### src/rtl/sync_true_dpram_pkg.sv
// Shared constants for the synchronous true dual-port RAM.
package sync_true_dpram_pkg;

  localparam int unsigned WD_DEFAULT = 8;
  localparam int unsigned AD_DEFAULT = 4;

  function automatic int unsigned depth_of(input int unsigned ad);
    return 32'd1 << ad;
  endfunction

endpackage

### src/rtl/sync_true_dpram.sv
// Two read/write ports on one clock, shared active-low select; read-first,
// registered reads, port A wins same-address write collisions.
module sync_true_dpram
  import sync_true_dpram_pkg::*;
#(
  parameter int unsigned WD = WD_DEFAULT,
  parameter int unsigned AD = AD_DEFAULT
) (
  input  logic          clk,
  input  logic          rst,
  input  logic          cs_n,
  input  logic          aw_r_n,
  input  logic [AD-1:0] addr_a,
  input  logic [WD-1:0] din_a,
  output logic [WD-1:0] dout_a,
  input  logic          bw_r_n,
  input  logic [AD-1:0] addr_b,
  input  logic [WD-1:0] din_b,
  output logic [WD-1:0] dout_b
);

  localparam int unsigned DEPTH = depth_of(AD);

  logic [WD-1:0] mem [DEPTH];
  logic          access;
  logic          we_a;
  logic          we_b;

  // B's write is suppressed on an address clash so A's data is what lands.
  always_comb begin
    access = !rst && !cs_n;
    we_a   = access && aw_r_n;
    we_b   = access && bw_r_n && !(we_a && (addr_a == addr_b));
  end

  always_ff @(posedge clk) begin
    if (we_a) mem[addr_a] <= din_a;
    if (we_b) mem[addr_b] <= din_b;
  end

  always_ff @(posedge clk) begin
    if (rst)
      dout_a <= '0;
    else if (!cs_n && !aw_r_n)
      dout_a <= mem[addr_a];
  end

  always_ff @(posedge clk) begin
    if (rst)
      dout_b <= '0;
    else if (!cs_n && !bw_r_n)
      dout_b <= mem[addr_b];
  end

endmodule

### config.mk
export PLATFORM = sky130hd
export DESIGN_NAME = sync_true_dpram
export DESIGN_NICKNAME = d
export VERILOG_FILES = /design/src/rtl/sync_true_dpram_pkg.sv /design/src/rtl/sync_true_dpram.sv
export SDC_FILE = /design/constraint.sdc
export NUM_CORES = 1
export LEC_CHECK = 0
export BUFFER_PORTS_ARGS = -buffer_cell sky130_fd_sc_hd__buf_2
export CAP_MARGIN = 20
export CORE_UTILIZATION = 50
export CTS_BUF_LIST = sky130_fd_sc_hd__clkbuf_16
export DETAILED_ROUTE_END_ITERATION = 8
export PLACE_DENSITY = 0.67
export SYNTH_ARGS = -nofsm -noshare
export SYNTH_HDL_FRONTEND = slang
export SYNTH_SLANG_ARGS = --single-unit
### constraint.sdc
create_clock -name clk -period 5.1 [get_ports clk]
set_input_delay 0 -clock clk [delete_from_list [all_inputs] [get_ports clk]]
set_output_delay 0 -clock clk [all_outputs]
set_load 0.005 [all_outputs]
## Word level (Yosys, flattened, before mapping)

Memory sizes are Yosys's and may differ from the RTL's. A register that Yosys moved wholly into a read port is not among the register bits.
Index checks and enable logic that the tools add are counted.

| storage, ports and cells | value |
|---|---|
| flip-flop bits (word level) | 0 |
| bits in writable memories | 128 |
| bits of input ports | 29 |
| output and inout port bits | 16 |
| word-level logic and storage cells | 18 |
| memories | 1 |

| operators by class | value |
|---|---|
| equality and inequality tests | 1 |
| multiplexer cells | 4 |
| reductions and logical operators | 12 |

Memory list:

| name | depth | bits a word | read ports | clocked after Yosys merged registers in | wr ports | line | RTL |
|---|---|---|---|---|---|---|---|
| mem | 16 | 8 | 2 | 2 | 2 | sync_true_dpram.sv:24 | `logic [WD-1:0] mem [DEPTH];` |

Operator list:

| operator | number |
|---|---|
| logical AND 1 bit | 7 |
| logical NOT 1 bit | 5 |
| == test 4 bit | 1 |
| two-way mux 1 bit | 4 |

## Logic depth before layout (Yosys ltp)

Gate-level depths: netlist of run 1.

| depth | value |
|---|---|
| depth in word-level cells | 8 |
| depth in mapped cells | 7 |

## Least setup slack after synthesis of run 1

No wires, ideal clock.

| timing path | value |
|---|---|
| path kind | input -> register |
| start | input addr_a[1] |
| end | memory mem[12][0] (netlist bit), enable pin |
| library setup time | 384 ps |
| arrival time | 1573 ps |
| data required time | 4716 ps |
| slack | 3143 ps |
| stages | 5 |
| buffers on the path | 3 |
| path through | buf_2 -> buf_4 -> buf_2 -> or3_1 -> o21ai_0 |

RTL lines:

| element | line | RTL |
|---|---|---|
| start: declaration | sync_true_dpram.sv:13 | `input logic [AD-1:0] addr_a,` |
| end: declaration | sync_true_dpram.sv:24 |  |

==> flow_metrics.tcl, run 1 <==
set metrics [dict create \
    status "finished, final reports clean" \
    synth_nets 654 \
    startpoint_type "input pin" \
    cp_cell_sequence "buf_2, xnor2_2, nand3_4, o2111ai_4, o21ai_0" \
    fin_crit_sh_pct 45.55 \
    post_cts_buffers 0 \
    rows 48 \
    slew_violations 0 \
    grt.total_usage_pct 30.26 \
    setup_viol 0 \
    crit_buf_inv 1 \
    drc 0 \
    cap_violations 0 \
    cp.arrival_ns 2.36 \
    coreArea_sq_mm 0.01724 \
    routed_wl_mm 26.24 \
    p_per_area_mw_per_mm2 308.1 \
    cp.required_ns 5.13 \
    antenna_left 0 \
    grt-ovfl-total 0 \
    hold_violations 0 \
    grt_max_degree 44 \
    gp_congestion 0.9449 \
    synth.distinct_cells 44 \
    synth_top_area_share_pct 43.62 \
    critPathKind "input pin to flip-flop" \
    finClkSkew_ns 0.01089 \
    cts_hold_buf 0 \
    clock_latency_ns 0.44 \
    clk_pin_slew_ns 0.06 \
    fmax_mhz 430.5 \
    seq_area_frac_synth_pct 47.25 \
    worstPathMaxFanout 30 \
    die_x_microns 134.8 \
    grt_pass1_wl_mm 38.39 \
    cts_buffer_depth 2 \
    cts_max_level 4 \
    cts_tree "done" \
    syn_inst 625 \
    syn_area_sq_mm 0.008812 \
    fin_crit_ns 2.323 \
    synth_common_cells "128 x edfxtp_1, 107 x mux2_2, 85 x mux2i_1" \
    fin_setup_tns_ns 0 \
    yosysMostFrequentCell "edfxtp_1" \
    crit_family "compound AO/OA/AOI/OAI gates" \
    antenna_cells 0 \
    maxSlewHeadroom_pct 24.77 \
    synth_top_area_cell "edfxtp_1" \
    vias 6016 \
    cp_slowest_cell "buf_2" \
    power.leakage_nw 3.470 \
    cp_slowest_stage_delay_ns 0.63 \
    rsz0062_at_grt "no" \
    avgViaCountPerCell 6.836 \
    syn_avg_cell_area_sq_um 14.10 \
    dr.first_iter.drc_count 746 \
    port_buffers 44 \
    ctsResizeCount 0 \
    synth_area_leaders "edfxtp_1 44%, mux2_2 14%, mux2i_1 9.7%" \
    dieArea_sq_mm 0.01816 \
    crit_path_end_kind "flip-flop" \
    worst_hold_slack_ns 0.05402 \
    ir_worst_vdd_mv 0.2385 \
    ys.flop_type "edfxtp_1" \
    grt_pass1_vias 5758 \
    drt-wirelength-per-cell_microns 29.82 \
    synth_edf_count 128 \
    cts_num_sinks 144 \
    async_reset_ff_share_pct 0 \
    hp-class "input pin to flip-flop" \
    syn2layout_area_growth_pct 10.61 \
    die_y_microns 134.8 \
    hpwl_mm 18.04 \
    ys_seq_elements 144 \
    synth_warnings 0 \
    cts_buffers 17 \
    fin_nets 671 \
    io_pins 45 \
    worst_pin_slew_ns 1.117 \
    initial_core_util_pct 51.13 \
    cts_root_buf "clkbuf_16" \
    drt-pass1-iter-count 5 \
    antenna_found_initial 0 \
    drive_above_1_share_pct 42.60 \
]
[worst register-to-register path: stages (launching register included)]
cell,delay [ns]
edfxtp_1,0.45
mux4_2,0.52
mux2i_1,0.42
or2_2,0.19
a211oi_1,0.06
[layout make-up]
| type | instances | area [sq um] |
|---|---|---|
| Fill cell | 1383 | 7490 |
| Clock buffer | 17 | 425.4 |
| Tap cell | 225 | 281.5 |
| Clock inverter | 15 | 193.9 |
| Timing Repair Buffer | 59 | 332.8 |
| Multi-Input combinational cell | 420 | 4349 |
| Sequential cell | 144 | 4164 |
[cells in the final DEF (no fill, tap or decap), types with 4 or more instances in the layout]
cell type   netlist  routed
a221oi_1          5       5
dfxtp_1          16      16
and2_1            4       4
clkbuf_4          0       4
mux2i_1          85      85
mux2_2          107     107
clkinvlp_4        0       5
o22ai_1          21      21
o2111ai_2         7       7
mux2_4           24      24
edfxtp_1        128     128
nor2_1           24      24
o2111ai_4         9       9
nor2b_1           5       5
buf_4             5       5
a211oi_1          8       8
mux4_2           24      24
o221ai_1          8       8
o21ai_0          21      21
bufinv_16         0       4
a21oi_1           8       8
or2_2            11      11
buf_2            20      48
a311oi_1          8       8
clkbuf_16         0      17
nand2b_1          8       8
[metrics by stage]
stage	setup slack, ns	utilization, %	power [mW]	instances	instance area [sq um]
3_5_place_dp	2.288	52.58	1.694	839	9064
2_1_floorplan	3.143	-	1.584	625	8812
3_3_place_gp	2.383	52.52	1.690	838	9052
6_report	2.777	56.55	3.003	880	9747
4_1_cts	2.750	56.18	2.994	871	9683
5_1_grt	2.583	56.55	3.066	880	9747
[registers in the layout, indices dropped and copies added (netlist names)]
register,cells
mem,128
dout_b,8
dout_a,8
[cell families (layout without fill, tap and decap cells)]
kind of cell,count (synthesis),in the layout,synth area share [%]
muxes,240,240,33.55
xor gates and xnor gates,4,4,0.5680
buffers and inverters,61,91,3.393
AOI/OAI and AO/OA,108,108,10.86
and+or+nand+nor,68,68,4.373
DFF,144,144,47.25
[final timing paths]
check,cells past startpoint,slack [ns],startpoint,to
setup / recovery,5,2.78,addr_a[1],mem[8][0]
hold / removal,2,0.05,rst,dout_b[4]
setup reg to reg,4,3.33,mem[10][0],dout_a[0]
hold reg to reg,2,0.50,dout_b[6],dout_b[6]
[routing by layer]
layer | track usage [%] | vias to the layer above | wire (microns)
met2 | 46.82 | 328 | 12190
met5 | 0 | - | 0
met3 | 6.832 | 51 | 2212
met4 | 14.11 | 0 | 1003
met1 | 40.51 | 3096 | 10830
li1 | - | 2541 | -
[where the power goes]
group          internal [mW]  switching [mW]  total [mW]
clock                  0.814           0.509        1.32
sequential              1.31          0.0135        1.32
combinational          0.140           0.219       0.359
total                   2.26           0.742        3.00
Power figures use the tool's default switching activity.
==> run 2: changes to the inputs <==
==> constraint.sdc (replaced) <==
create_clock -name clk -period 2.15 [get_ports clk]
set_input_delay 0 -clock clk [delete_from_list [all_inputs] [get_ports clk]]
set_output_delay 0 -clock clk [all_outputs]
set_load 0.005 [all_outputs]
==> flow_metrics.tcl, run 2 (same netlist as run 1, synthesis figures left out) <==
set metrics [dict create \
    cts_num_sinks 144 \
    cap_violations 0 \
    clk_pin_slew_ns 0.06 \
    worst_hold_slack_ns 0.06519 \
    drc 0 \
    p_per_area_mw_per_mm2 719.0 \
    drive_above_1_share_pct 44.18 \
    worst_pin_slew_ns 0.5467 \
    largest_register_ffs 128 \
    cp_slowest_cell "and2_1" \
    power_frac_clock_pct 44.2 \
    fin_crit_sh_pct 75.57 \
    clock_latency_ns 0.43 \
    routed_wl_mm 25.57 \
    grt_pass1_vias 5920 \
    worstPathMaxFanout 60 \
    die_x_microns 134.8 \
    final_common_cell "edfxtp_1" \
    fmax_mhz 615.4 \
    cts_max_level 4 \
    status "finished, final reports clean" \
    rsz0062_at_grt "no" \
    cp.required_ns 2.27 \
    initial_core_util_pct 51.13 \
    avgViaCountPerCell 6.638 \
    gp_congestion 0.8390 \
    wl_met1_mm 10.90 \
    ctsResizeCount 0 \
    cp.arrival_ns 1.74 \
    critPathKind "input pin to flip-flop" \
    setup_viol 0 \
    grt_max_degree 61 \
    cts_buffers 17 \
    largest-register "mem" \
    p_sw_mw 1.693 \
    crit_path_end_kind "flip-flop" \
    grt_pass1_wl_mm 38.23 \
    dieArea_sq_mm 0.01816 \
    dr_wl_met3_mm 2.523 \
    antenna_cells 0 \
    dr.first_iter.drc_count 561 \
    finClkSkew_ns 0.009551 \
    antenna_left 0 \
    fin_crit_ns 1.625 \
    power_switching_share_pct 23.55 \
    p_comb_share_pct 12.3 \
    final_area_sq_mm 0.009998 \
    antenna_found_initial 0 \
    hpwl_mm 16.81 \
    port_buffers 44 \
    io_pins 45 \
    power.leakage_nw 3.622 \
    reg_top3 "mem x128, dout_a x8, dout_b x8" \
    drt-wirelength-per-cell_microns 28.29 \
    cts_hold_buf 0 \
    cellInternalPower_mw 5.496 \
    cts_buffer_depth 2 \
    grt.total_usage_pct 29.71 \
    fin_nets 695 \
    crit_buf_inv 3 \
    post_cts_buffers 0 \
    layout_common_cells "128 x edfxtp_1, 107 x mux2_2, 85 x mux2i_1" \
    coreArea_sq_mm 0.01724 \
    hold_violations 0 \
    die_y_microns 134.8 \
    hp-class "input pin to flip-flop" \
    fin_setup_tns_ns 0 \
    crit_family "buffers and inverters" \
    wl_met2_mm 11.36 \
    pwr-share-seq_pct 43.5 \
    rows 48 \
    cts_root_buf "clkbuf_16" \
    grt-ovfl-total 0 \
    cts_tree "done" \
    vias 6001 \
    ir_worst_vdd_mv 0.5572 \
    syn2layout_area_growth_pct 13.46 \
    maxSlewHeadroom_pct 63.42 \
    slew_violations 0 \
    top_layer "met4" \
    cp_cell_sequence "buf_2, buf_12, and2_1, o2111ai_4, o21ai_0, buf_4" \
    drt-pass1-iter-count 5 \
    place_area_sq_mm 0.009370 \
    cp_slowest_stage_delay_ns 0.42 \
    startpoint_type "input pin" \
]
run 2: final cells by class:
type,instances,area (sq um)
sequential,144,4164
clock inverter,15,202.7
clock buffer,17,425.4
fill,1343,7238
tap,225,281.5
multi-input combinational,420,4349
timing repair buffer,83,575.6
run 2: metrics by stage:
stage	setup WS [ns]	util (%)	power [mW]	cells
detailed placement	0.08079	54.36	4.048	872
CTS	0.5398	58.01	7.183	904
finish	0.5251	58.01	7.189	904
global placement	0.1346	54.36	4.032	872
floorplan	0.1932	-	3.758	625
global route	0.4034	58.01	7.356	904
run 2: power by group through the flow:
stage / combinational [mW] / sequential [mW] / clock, mW
6_report: 0.881 / 3.13 / 3.18
3_3_place_gp: 0.846 / 3.19 / 0
3_5_place_dp: 0.859 / 3.19 / 0
4_1_cts: 0.865 / 3.13 / 3.19
5_1_grt: 0.923 / 3.13 / 3.30
2_1_floorplan: 0.576 / 3.18 / 0
run 2: worst paths after layout:
path,startpoint,to,slack [ns],cells past startpoint
worst min register to register,dout_b[2],dout_b[2],0.50,2
worst max-delay path,addr_b[1],mem[11][7],0.53,6
worst max register to register,mem[10][6],dout_a[6],0.61,4
worst min-delay path,rst,dout_b[0],0.07,3
run 2: worst reg2reg max path: cells and delay by family (launching register included):
| kind | cells | cell delay, ns |
|---|---|---|
| flip-flops | 1 | 0.41 |
| AND/OR/NAND/NOR | 1 | 0.16 |
| multiplexers | 2 | 0.81 |
| AO/OA/AOI/OAI | 1 | 0.06 |
run 2: metal layers:
metal  vias to the layer above  GRT usage [%]
met3                        45          7.207
li1                       2585              -
met4                         0          12.36
met1                      3048          42.44
met5                         -              0
met2                       323          43.21
==> run 3: changes to the inputs <==
==> constraint.sdc (replaced) <==
create_clock -name clk -period 1.53 [get_ports clk]
set_input_delay 0 -clock clk [delete_from_list [all_inputs] [get_ports clk]]
set_output_delay 0 -clock clk [all_outputs]
set_load 0.005 [all_outputs]
==> flow_metrics.tcl, run 3 (same netlist as run 1, synthesis figures left out) <==
set metrics [dict create \
    fmax_mhz 633.5 \
    antenna_found_initial 0 \
    clk_pin_slew_ns 0.06 \
    fin_util_pct 62.31 \
    grt-ovfl-total 0 \
    cts_tree "done" \
    cp_slowest_stage_delay_ns 0.54 \
    status "finished, violations left" \
    layout_setup_ws_ns -0.04852 \
    hpwl_mm 17.95 \
    reg2reg_depth 4 \
    coreArea_sq_mm 0.01724 \
    grt_pass1_wl_mm 38.45 \
    die_y_microns 134.8 \
    regArea_sq_mm 0.004164 \
    drt-pass1-iter-count 6 \
    vias 6107 \
    antenna_cells 0 \
    largest_register_ffs 128 \
    startpoint_type "flip-flop" \
    drc 0 \
    dr_wl_met3_mm 1.589 \
    placed_cells 922 \
    fin_nets 746 \
    cts_num_sinks 144 \
    antenna_left 0 \
    dieArea_sq_mm 0.01816 \
    reg_top3 "mem x128, dout_a x8, dout_b x8" \
    ir_worst_vdd_mv 0.8145 \
    top_layer "met4" \
    hp-class "input pin to flip-flop" \
    cts_buffers 17 \
    gp_congestion 0.9463 \
    worstPathMaxFanout 2 \
    rows 48 \
    grt_max_degree 23 \
    grt.total_usage_pct 29.58 \
    wl_met2_mm 12.14 \
    cp.arrival_ns 1.89 \
    cp_slowest_cell "mux4_2" \
    final_cells 955 \
    syn2layout_area_growth_pct 21.88 \
    fillCellCount 1284 \
    die_x_microns 134.8 \
    critPathKind "flip-flop to flip-flop" \
    worst_pin_slew_ns 0.5732 \
    fin_crit_ns 1.579 \
    drt-wirelength-per-cell_microns 26.69 \
    multi_input_area_sq_mm 0.004532 \
    drive_above_1_share_pct 49.45 \
    maxSlewHeadroom_pct 61.71 \
    cap_violations 0 \
    cts_buffer_depth 2 \
    avgViaCountPerCell 6.395 \
    routed_wl_mm 25.49 \
    clock_latency_ns 0.42 \
    grt_pass1_vias 6257 \
    hold_violations 0 \
    port_buffers 44 \
    violations "setup timing" \
    p_per_area_mw_per_mm2 914.6 \
    cts_max_level 4 \
    setup_viol 3 \
    cts_root_buf "clkbuf_16" \
    largest-register "mem" \
    power.leakage_nw 4.073 \
    finClkSkew_ns 0.007167 \
    wl_met1_mm 11.05 \
    cp_cell_sequence "mux4_2, mux2i_1, or2_2, a211oi_1" \
    hold_depth 3 \
    crit_path_end_kind "flip-flop" \
    slew_violations 0 \
    cp.required_ns 1.84 \
    dr.first_iter.drc_count 555 \
    io_pins 45 \
    fin_crit_sh_pct 103.2 \
    initial_core_util_pct 51.13 \
    final_common_cell "edfxtp_1" \
    layout_common_cells "128 x edfxtp_1, 89 x mux2_2, 85 x mux2i_1" \
    rsz0062_at_grt "yes" \
]
[run 3: changes by cell type in the layout (fill, tap and decap cells not counted), moves of 16 or more]
cell and delta:
mux2_2 -18, o21ai_0 -16, mux2_4 +18, buf_4 +33, buf_12 +18
[run 3: worst max-delay path, delay by kind of cell, from the launching register on]
family             cells  cell delay [ns]
and+or+nand+nor        1             0.17
DFF                    1             0.40
muxes                  2             0.83
AOI/OAI and AO/OA      1             0.06
[run 3: metrics by stage]
stage	hold slack, ns	worst slack [ns]	instance area (sq um)	setup TNS (ns)	total power, mW
2_1_floorplan	0.2175	-0.08801	9056	-7.436	5.344
3_3_place_gp	0.4033	-0.2140	10150	-25.94	5.796
3_5_place_dp	0.4012	-0.2508	10150	-32.50	5.833
4_1_cts	0.03854	-0.03490	10730	-0.05392	9.816
5_1_grt	0.04832	-0.04710	10740	-0.09824	10.07
6_report	0.05863	-0.04852	10740	-0.08790	9.823
[run 3: final cells by class]
class | count | area share (%)
multi-input combinational | 420 | 42.19
sequential | 144 | 38.77
timing repair buffer | 134 | 11.07
clock buffer | 18 | 4.194
tap | 225 | 2.621
clock inverter | 14 | 1.153
[run 3: worst paths after layout]
kind,from,endpoint,slack [ns]
max,mem[11][5],dout_a[5],-0.05
min,rst,dout_a[3],0.06
max reg2reg,mem[11][5],dout_a[5],-0.05
min reg2reg,dout_a[6],dout_a[6],0.50
[run 3: timing repair]
action                                 in CTS  in global routing
pin swaps                                   0                  3
setup buffers                               1                  0
resized for setup                           0                  2
hold buffers                                1                  0
setup endpoints to repair                   3                  4
endpoints found under the hold margin       2                  0
[run 3: routing by layer]
layer  up-vias  track usage (%)
met5         -                0
met2       257            46.99
met4         0            12.05
met3        39            4.017
met1      3111            41.00
li1       2700                -
[run 3: power breakdown]
part	switching (mW)	total, mW	internal, mW	leakage (nW)
clock	1.58	4.04	2.46	0.292
combinational	0.757	1.38	0.619	2.50
sequential	0.0447	4.40	4.36	1.29
total	2.38	9.82	7.44	4.07
